`config.mk`:
```
export PLATFORM = sky130hd
export DESIGN_NAME = bcd_mod_counter
export DESIGN_NICKNAME = d
export VERILOG_FILES = /design/src/rtl/counter_pkg.sv /design/src/rtl/key_debounce.sv /design/src/rtl/bcd_mod_counter.sv
export SDC_FILE = /design/constraint.sdc
export NUM_CORES = 1
export LEC_CHECK = 0
export BUFFER_PORTS_ARGS = -buffer_cell sky130_fd_sc_hd__buf_2
export CAP_MARGIN = 20
export CORE_ASPECT_RATIO = 1.25
export CORE_UTILIZATION = 39
export CTS_CLUSTER_SIZE = 28
export DETAILED_ROUTE_END_ITERATION = 8
export PLACE_DENSITY = 0.64
export SLEW_MARGIN = 20
export SYNTH_ARGS = -nofsm -noshare
export SYNTH_HDL_FRONTEND = slang
export SYNTH_SLANG_ARGS = --single-unit
```
`constraint.sdc`:
```
create_clock -name clk -period 6.5 [get_ports clk]
set_input_delay 1.3 -clock clk [delete_from_list [all_inputs] [get_ports clk]]
set_output_delay 1.3 -clock clk [all_outputs]
set_load 0.01 [all_outputs]
```
`src/rtl/counter_pkg.sv`:
```
`default_nettype none
// ============================================================================
// Module   : counter_pkg
// Brief    : BCD digit type and 7-segment code table shared by the counter.
// Revision : 1.0
// ============================================================================
package counter_pkg;

    typedef logic [3:0] bcd_digit_t;

    // Bit positions of the digit-select and decimal-point fields.
    localparam int c_seg_bit = 8;
    localparam int c_dp_bit  = 7;

    localparam logic [8:0] c_seg_blank = 9'h000;

    localparam logic [8:0] c_seg_table [10] = '{
        9'h03F, 9'h006, 9'h05B, 9'h04F, 9'h066,
        9'h06D, 9'h07D, 9'h007, 9'h07F, 9'h06F
    };

    function automatic logic [8:0] seg7_encode(input bcd_digit_t d);
        logic [8:0] code;
        code = c_seg_blank;
        if (d <= 4'd9) begin
            code = c_seg_table[d];
        end
        code[c_seg_bit] = 1'b0;
        code[c_dp_bit]  = 1'b0;
        return code;
    endfunction

endpackage
`default_nettype wire

```
`src/rtl/key_debounce.sv`:
```
`default_nettype none
// ============================================================================
// Module   : key_debounce
// Brief    : 2-flop synchronizer and debouncer for an active-low push button.
// Revision : 1.0
// ============================================================================
module key_debounce #(
    parameter int DEBOUNCE_CYC = 240_000
) (
    input  logic clk,
    input  logic rst,
    input  logic key_n_in,
    output logic press_pulse,
    output logic level
);

    localparam int c_cw = (DEBOUNCE_CYC > 1) ? $clog2(DEBOUNCE_CYC) : 1;
    localparam logic [c_cw-1:0] c_cnt_last = c_cw'(DEBOUNCE_CYC - 1);

    logic            r_sync1;
    logic            r_sync2;
    logic            r_level;
    logic [c_cw-1:0] r_cnt;
    logic            w_diff;
    logic            w_accept;

    assign w_diff   = (r_sync2 != r_level);
    assign w_accept = w_diff && (r_cnt == c_cnt_last);

    always_ff @(posedge clk) begin
        if (rst) begin
            r_sync1 <= 1'b1;
            r_sync2 <= 1'b1;
            r_level <= 1'b1;
            r_cnt   <= '0;
        end else begin
            r_sync1 <= key_n_in;
            r_sync2 <= r_sync1;
            // Any sample agreeing with the accepted level restarts the run.
            if (!w_diff) begin
                r_cnt <= '0;
            end else if (w_accept) begin
                r_cnt   <= '0;
                r_level <= r_sync2;
            end else begin
                r_cnt <= r_cnt + 1'b1;
            end
        end
    end

    assign press_pulse = w_accept & ~r_sync2;
    assign level       = r_level;

endmodule
`default_nettype wire

```
`src/rtl/bcd_mod_counter.sv`:
```
`default_nettype none
// ============================================================================
// Module   : bcd_mod_counter
// Brief    : Two-digit BCD modulo up/down counter with start/pause key,
//            synchronous load and 7-segment outputs.
// Revision : 1.0
// ============================================================================
module bcd_mod_counter
    import counter_pkg::*;
#(
    parameter int MODULUS      = 60,
    parameter int TICK_DIV     = 12_000_000,
    parameter int DEBOUNCE_CYC = 240_000
) (
    input  logic       clk,
    input  logic       rst,
    input  logic       key,
    input  logic       dir,
    input  logic       load,
    input  logic [7:0] load_val,
    output logic [3:0] tens,
    output logic [3:0] ones,
    output logic       carry,
    output logic       running,
    output logic [8:0] seg_tens,
    output logic [8:0] seg_ones
);

    localparam int c_pw = (TICK_DIV > 1) ? $clog2(TICK_DIV) : 1;
    localparam logic [c_pw-1:0] c_presc_last = c_pw'(TICK_DIV - 1);
    localparam bcd_digit_t c_max_tens = 4'((MODULUS - 1) / 10);
    localparam bcd_digit_t c_max_ones = 4'((MODULUS - 1) % 10);

    logic [c_pw-1:0] r_presc;
    bcd_digit_t      r_tens;
    bcd_digit_t      r_ones;
    logic            r_carry;
    logic            r_running;

    logic            w_tick;
    logic            w_press_pulse;
    logic            w_key_level;
    logic            w_press;
    bcd_digit_t      w_ld_tens;
    bcd_digit_t      w_ld_ones;
    logic            w_ld_ok;
    bcd_digit_t      w_tens_nxt;
    bcd_digit_t      w_ones_nxt;
    logic            w_carry_nxt;

    key_debounce #(
        .DEBOUNCE_CYC (DEBOUNCE_CYC)
    ) u_key_debounce (
        .clk         (clk),
        .rst         (rst),
        .key_n_in    (key),
        .press_pulse (w_press_pulse),
        .level       (w_key_level)
    );

    // A press is only ever taken from the released state.
    assign w_press = w_press_pulse & w_key_level;
    assign w_tick  = (r_presc == c_presc_last);

    assign w_ld_tens = load_val[7:4];
    assign w_ld_ones = load_val[3:0];
    assign w_ld_ok   = (w_ld_tens <= 4'd9) && (w_ld_ones <= 4'd9) &&
                       (({4'd0, w_ld_tens} * 8'd10 + {4'd0, w_ld_ones}) < 8'(MODULUS));

    always_comb begin
        w_tens_nxt  = r_tens;
        w_ones_nxt  = r_ones;
        w_carry_nxt = 1'b0;
        if (load) begin
            w_tens_nxt = w_ld_ok ? w_ld_tens : 4'd0;
            w_ones_nxt = w_ld_ok ? w_ld_ones : 4'd0;
        end else if (w_tick && r_running) begin
            if (dir) begin
                if (r_tens == c_max_tens && r_ones == c_max_ones) begin
                    w_tens_nxt  = 4'd0;
                    w_ones_nxt  = 4'd0;
                    w_carry_nxt = 1'b1;
                end else if (r_ones == 4'd9) begin
                    w_ones_nxt = 4'd0;
                    w_tens_nxt = r_tens + 4'd1;
                end else begin
                    w_ones_nxt = r_ones + 4'd1;
                end
            end else begin
                if (r_tens == 4'd0 && r_ones == 4'd0) begin
                    w_tens_nxt  = c_max_tens;
                    w_ones_nxt  = c_max_ones;
                    w_carry_nxt = 1'b1;
                end else if (r_ones == 4'd0) begin
                    w_ones_nxt = 4'd9;
                    w_tens_nxt = r_tens - 4'd1;
                end else begin
                    w_ones_nxt = r_ones - 4'd1;
                end
            end
        end
    end

    always_ff @(posedge clk) begin
        if (rst) begin
            r_presc   <= '0;
            r_tens    <= 4'd0;
            r_ones    <= 4'd0;
            r_carry   <= 1'b0;
            r_running <= 1'b0;
        end else begin
            r_presc   <= w_tick ? '0 : r_presc + 1'b1;
            r_tens    <= w_tens_nxt;
            r_ones    <= w_ones_nxt;
            r_carry   <= w_carry_nxt;
            // The count decision above already used the pre-toggle state.
            if (w_press) begin
                r_running <= ~r_running;
            end
        end
    end

    assign tens     = r_tens;
    assign ones     = r_ones;
    assign carry    = r_carry;
    assign running  = r_running;
    assign seg_tens = seg7_encode(r_tens);
    assign seg_ones = seg7_encode(r_ones);

endmodule
`default_nettype wire

```
==> results of run 1 <==
-- path summary, 6_finish.rpt --
kind,start,endpoint,depth (start not counted)
max,ones[0],seg_ones[6],6
min reg2reg,u_key_debounce.r_sync1,u_key_debounce.r_sync2,1
max reg2reg,ones[0],tens[1],7
min,u_key_debounce.r_sync1,u_key_debounce.r_sync2,1
-- synth_stat cells, types with 2 or more instances --
cell       instances  share of area, %
o22ai_1            5              0.90
or2_2              3              0.54
nand2_1           32               3.4
or3_1              4              0.72
clkbuf_1          10               1.1
o21a_1             2              0.43
a31oi_1            8               1.4
and4_1             3              0.75
buf_2              3              0.43
or4b_1             2              0.57
a21boi_0           2              0.43
inv_1             14               1.5
a21oi_1           21               3.0
and3_1             9               1.6
nand3b_1           2              0.43
buf_4              5               1.1
o21ai_0           19               2.7
nand2b_1           2              0.36
o21bai_1           4              0.86
nand3_1           27               3.9
nand4_1            9               1.6
mux2i_1            2              0.57
xnor2_1           17               4.3
nor3_1             6              0.86
ha_1              22               7.9
fa_1               2               1.1
nor2_1            70               7.5
xor2_1            24               6.0
dfxtp_1           55                32
a221oi_1           2              0.50
o2bb2ai_1          2              0.50
nor4_1             5              0.90
nor3b_1            2              0.43
-- per-layer routing --
| metal | vias to the layer above | track usage [%] | wire [um] |
|---|---|---|---|
| li1 | 1554 | - | - |
| met1 | 1410 | 21.6 | 3460 |
| met2 | 39 | 28.5 | 3600 |
| met3 | 7 | 2.76 | 210 |
| met4 | 0 | 4.52 | 82 |
| met5 | - | 0 | 0 |
-- power by group --
group	switching (mW)	total (mW)	internal, mW
Combinational	0.0649	0.108	0.0435
Clock	0.114	0.231	0.117
Sequential	0.0109	0.353	0.342
-- cells in the final DEF, fill, tap and decap left out, types with 3 or more instances in the layout --
master / n
xnor2_1: 17
a21oi_1: 21
inv_1: 14
o22ai_1: 5
a31oi_1: 8
buf_2: 36
clkbuf_8: 5
nand3_1: 27
o21bai_1: 4
nor2_1: 70
dfxtp_1: 55
xor2_1: 24
and3_1: 9
nor3_1: 6
nor4_1: 5
nand4_1: 9
nand2_1: 32
ha_1: 22
o21ai_0: 19
conb_1: 4
or2_2: 3
or3_1: 4
and4_1: 3
-- metrics by stage --
stage	power (mW)	cell area, um2
2_1_floorplan	0.439	3490
3_3_place_gp	0.467	3710
3_5_place_dp	0.468	3710
4_1_cts	0.700	3830
5_1_grt	0.730	3830
6_report	0.692	3830
-- critical path: cells and delay by family (launching register included) --
| kind | cells | cell delay, ns |
|---|---|---|
| AO/OA/AOI/OAI | 3 | 0.63 |
| flip-flops | 1 | 0.58 |
| adder cells (fa/ha/maj) | 1 | 0.36 |
| buffers and inverters | 2 | 0.35 |
-- final cells by class --
class                      count  area (um2)  area share (%)
tap                          120         150            3.92
multi-input combinational    342        2220            58.1
timing repair buffer          36         180            4.71
clock inverter                 3        47.5            1.24
clock buffer                   5        68.8            1.80
inverter                      15        56.3            1.47
sequential                    55        1100            28.8
-- flip-flops by register name, summed over array words and instances, names as in the netlist --
| signal | flops |
|---|---|
| u_key_debounce.r_sync2 | 1 |
| ones | 4 |
| r_presc | 24 |
| carry | 1 |
| running | 1 |
| tens | 4 |
| u_key_debounce.r_sync1 | 1 |
| u_key_debounce.level | 1 |
| u_key_debounce.r_cnt | 18 |
-- kinds of logic after synthesis --
logic type	synth area share, %
buffers and inverters	4.92
DFF	31.6
other	0.108
xor gates and xnor gates	10.3
adders and majority gates	9.05
AOI/OAI and AO/OA	15.3
and+or+nand+nor	28.2
muxes	0.575
==> impl_metrics.tcl, run 1 <==
set metrics [dict create \
    pwr_density_cell_nw_per_um2 181 \
    start_kind "flop" \
    critPathMaxFanout 12 \
    max_slew_margin_pct 50.5 \
    hold_viol_final 0 \
    hold_path_class "flop to flop" \
    maxCapViolCount 0 \
    numCtsBuffers 5 \
    final_core_util_pct 44.2 \
    synth-async-reset-ratio_pct 0 \
    fmax_ghz 0.283 \
    grt_pass1_vias 2776 \
    place.gp.congestion 0.870 \
    min_period_over_period_pct 54.3 \
    fillers 901 \
    cts-root-buf "clkbuf_8" \
    dp_cells 568 \
    rsz0062_at_grt "no" \
    whs_ns 0.421 \
    ir_drop_mv 0.160 \
    avgSynthCellArea_um2 8.12 \
    ios 41 \
    p_leak_nw 1.43 \
    required_ns 5.20 \
    syn_area_um2 3480 \
    crit_slowest_cell "dfxtp_1" \
    finalCriticalPeriod_ns 3.53 \
    cts_setup_buffers 0 \
    fin_cells 576 \
    ys_types 67 \
    grt_max_degree 23 \
    status "completed" \
    drt_iter0_drc 142 \
    grt_pass1_wl_mm 12.7 \
    nets 492 \
    drt_wl_total_mm 7.35 \
    die_y_um 108 \
    htree_levels 2 \
    dpl_worst_slack_ns 2.75 \
    track_usage_pct 16.7 \
    yosysWarnings 0 \
    placementRows 38 \
    die-width_um 86.5 \
    cts_tree "built" \
    criticalPathCategory "flop to primary output" \
    tightest_slew_ns 0.740 \
    fp.coreArea_um2 8650 \
    path_common_cell "o21ai_0" \
    netlist_instances 429 \
    cts.hold.buffers_added 0 \
    ys_ff_latch 55 \
    drc 0 \
    vias_per_cell 5.23 \
    drive_gt1_share_pct 12.7 \
    cts.path.max_buffers 2 \
    ff2ff_setup_slack_ns 3.80 \
    cts.sinks 55 \
    setup_viol 0 \
    vias 3010 \
    endpoint_kind "primary output" \
    drv_slew 0 \
    slowest_delay_ns 0.58 \
    critPathArrivalTime_ns 2.23 \
    area_delta_synth_final_pct 9.84 \
    seq_area_frac_synth_pct 31.6 \
    crit_chain "inv_1 > ha_1 > o21ai_0 > a21boi_0 > o21ai_0 > buf_2" \
    clk_pin_slew_ns 0.10 \
    die_area_um2 9320 \
    antenna_found_initial 0 \
    n_antenna_cell 0 \
    detail-route-antenna-nets 0 \
    layout_setup_ws_ns 2.97 \
    io_buffer_count 36 \
    drt_pass1_iterations 4 \
    grt_overflow_total 0 \
    fin_skew_ns 0.0108 \
    post_cts_resized 0 \
    synth-edff-count 0 \
    drt-wirelength-per-cell_um 12.8 \
    initial_utilization_pct 40.3 \
    dp_hpwl_mm 5.52 \
    synth_top_flop_cell "dfxtp_1" \
    insertion_delay_ns 0.31 \
    setup_tns_ns 0 \
]
Power figures use the tool's default switching activity.
==> run 2, diff against run 1 <==
--- a/config.mk
+++ b/config.mk
@@ -5,13 +5,14 @@
 export SDC_FILE = /design/constraint.sdc
 export NUM_CORES = 1
 export LEC_CHECK = 0
+export ABC_AREA = 1
 export BUFFER_PORTS_ARGS = -buffer_cell sky130_fd_sc_hd__buf_2
 export CAP_MARGIN = 20
 export CORE_ASPECT_RATIO = 1.25
 export CORE_UTILIZATION = 39
 export CTS_CLUSTER_SIZE = 28
 export DETAILED_ROUTE_END_ITERATION = 8
-export PLACE_DENSITY = 0.64
+export PLACE_DENSITY = 0.66
 export SLEW_MARGIN = 20
 export SYNTH_ARGS = -nofsm -noshare
 export SYNTH_HDL_FRONTEND = slang
==> constraint.sdc (replaced) <==
create_clock -name clk -period 3.1 [get_ports clk]
set_input_delay 0.62 -clock clk [delete_from_list [all_inputs] [get_ports clk]]
set_output_delay 0.62 -clock clk [all_outputs]
set_load 0.01 [all_outputs]
==> impl_metrics.tcl, run 2 <==
set metrics [dict create \
    status "completed" \
    cts_setup_buffers 0 \
    hold_path_class "flop to flop" \
    netlist.area_leader.share_pct 28.1 \
    ys_ff_latch 55 \
    seq_area_frac_synth_pct 28.1 \
    final_core_util_pct 44.6 \
    synth-adder-area-share_pct 8.06 \
    synth.area.top_cells "dfxtp_1, nand2_1, inv_1" \
    rr_startpoint "r_presc[0]" \
    cts-root-buf "clkbuf_16" \
    grt_pass1_wl_mm 14.4 \
    synthSimpleGateAreaFrac_pct 37.9 \
    setup_tns_ns 0 \
    ys_types 46 \
    grt_pass1_vias 3468 \
    fin_cells 734 \
    post_cts_resized 0 \
    final_area_um2 4310 \
    drt-wirelength-per-cell_um 11.5 \
    numCtsBuffers 5 \
    whs_ns 0.420 \
    die-width_um 91.6 \
    pwr_density_cell_nw_per_um2 371 \
    synth.most_common_cell "nand2_1" \
    p_leak_nw 1.82 \
    drt_pass1_iterations 4 \
    dp_hpwl_mm 6.69 \
    yosysWarnings 0 \
    synth_top_family_by_area "simple AND/OR/NAND/NOR gates" \
    hold_path_depth 1 \
    synth_compound_area_share_pct 10.4 \
    cts.hold.buffers_added 0 \
    drt_iter0_drc 163 \
    die_area_um2 10400 \
    synth-xor-area-share_pct 3.58 \
    antenna_found_initial 0 \
    die_y_um 114 \
    area_delta_synth_final_pct 10.0 \
    cts.sinks 55 \
    vias 3639 \
    final_cell_mix "nand2_1, inv_1, nor2_1" \
    htree_levels 2 \
    synth-edff-count 0 \
    endpoint_kind "primary output" \
    nets 646 \
    r2r_cells 9 \
    synth_common_cells "nand2_1, inv_1, nor2_1" \
    placed_cell_area_um2 4170 \
    final_common_cell "nand2_1" \
    cts_tree "built" \
    fin_skew_ns 0.00329 \
    drv_slew 0 \
    reg.largest.list "r_presc x24, u_key_debounce.r_cnt x18" \
    required_ns 2.48 \
    place.gp.congestion 0.887 \
    avgSynthCellArea_um2 6.79 \
    clk_pin_slew_ns 0.07 \
    dp_cells 728 \
    maxCapViolCount 0 \
    grt_overflow_total 0 \
    drt_wl_total_mm 8.41 \
    critPathMaxFanout 10 \
    setup_viol 0 \
    muxShareOfSynthArea_pct 0.256 \
    vias_per_cell 4.96 \
    cts.path.max_buffers 2 \
    rsz0062_at_grt "no" \
    ios 41 \
    r2r_end "r_presc[16]" \
    start_kind "flop" \
    largest_register_ffs 24 \
    synth-async-reset-ratio_pct 0 \
    track_usage_pct 16.7 \
    initial_utilization_pct 40.5 \
    io_buffer_count 36 \
    netlist_instances 576 \
    placementRows 40 \
    min_from "u_key_debounce.r_sync1" \
    criticalPathCategory "flop to primary output" \
    insertion_delay_ns 0.29 \
    fillers 981 \
    synth_top_area_cell "dfxtp_1" \
    n_antenna_cell 0 \
    min_to "u_key_debounce.r_sync2" \
    finalCriticalPeriod_ns 2.59 \
    grt_max_degree 25 \
    largest_register "r_presc" \
    fmax_ghz 0.387 \
    critPathArrivalTime_ns 1.97 \
    ir_drop_mv 0.218 \
    fp.coreArea_um2 9660 \
    hold_viol_final 0 \
    synth_top_flop_cell "dfxtp_1" \
    min_period_over_period_pct 83.4 \
    ff2ff_setup_slack_ns 1.28 \
    detail-route-antenna-nets 0 \
    syn_area_um2 3910 \
    drive_gt1_share_pct 14.6 \
    drc 0 \
]
run 2: cell types whose count changed after synthesis, sizes merged, moves of 7 or more:
cell	previous run	this run
xor2	24	8
nand4	10	17
inv	14	95
and3	10	0
nand3	28	37
xnor2	17	8
nor3	7	19
nand2	32	128
a21oi	21	35
clkbuf	11	1
run 2: metrics by stage:
stage / worst slack, ns / total power [mW]
global route: 0.329 / 1.69
floorplan: 0.660 / 0.987
detailed placement: 0.276 / 1.08
CTS: 0.496 / 1.62
finish: 0.514 / 1.60
global placement: 0.398 / 1.07
run 2: final cells by class:
type	count	area [um2]	share of cell area (%)
Multi-Input combinational cell	415	2370	55.1
Clock inverter	1	7.51	0.174
Inverter	95	357	8.28
Sequential cell	55	1100	25.6
Clock buffer	5	125	2.91
Tap cell	126	158	3.66
Timing Repair Buffer	37	188	4.36
run 2: cell families (layout without fill, tap and decap cells):
group                    Yosys count  after routing
XOR/XNOR                          16             16
AND/OR/NAND/NOR                  298            298
AO/OA/AOI/OAI                     72             72
multiplexers                       1              1
other                              1              4
flip-flops                        55             55
adder cells (fa/ha/maj)           24             24
buffers and inverters            109            138
run 2: critical path: stages, from the launching register on:
cell      delay [ns]
dfxtp_1         0.53
inv_1           0.14
ha_1            0.21
nand3_2         0.13
nand2_1         0.06
nor2_1          0.33
a211oi_1        0.10
buf_2           0.16
run 2: power by group:
part	switching, mW	leakage [nW]	internal (mW)	total (mW)
sequential	0.0230	0.446	0.720	0.743
combinational	0.202	1.31	0.119	0.320
clock	0.245	0.0618	0.291	0.536
total	0.470	1.82	1.13	1.60
run 2: per-layer routing:
layer	wire length, um	vias up	global-route usage [%]
met3	293	18	2.93
met1	3530	1639	18.1
li1	-	1909	-
met4	206	0	6.24
met2	4370	73	31.8
met5	0	-	0
run 2: worst max path at each step:
stage,startpoint,endpoint
floorplan,load_val[5],ones[0]
global placement,load_val[5],tens[1]
detailed placement,load_val[5],ones[2]
CTS,ones[1],seg_ones[4]
global route,ones[1],seg_ones[4]
finish,ones[1],seg_ones[4]
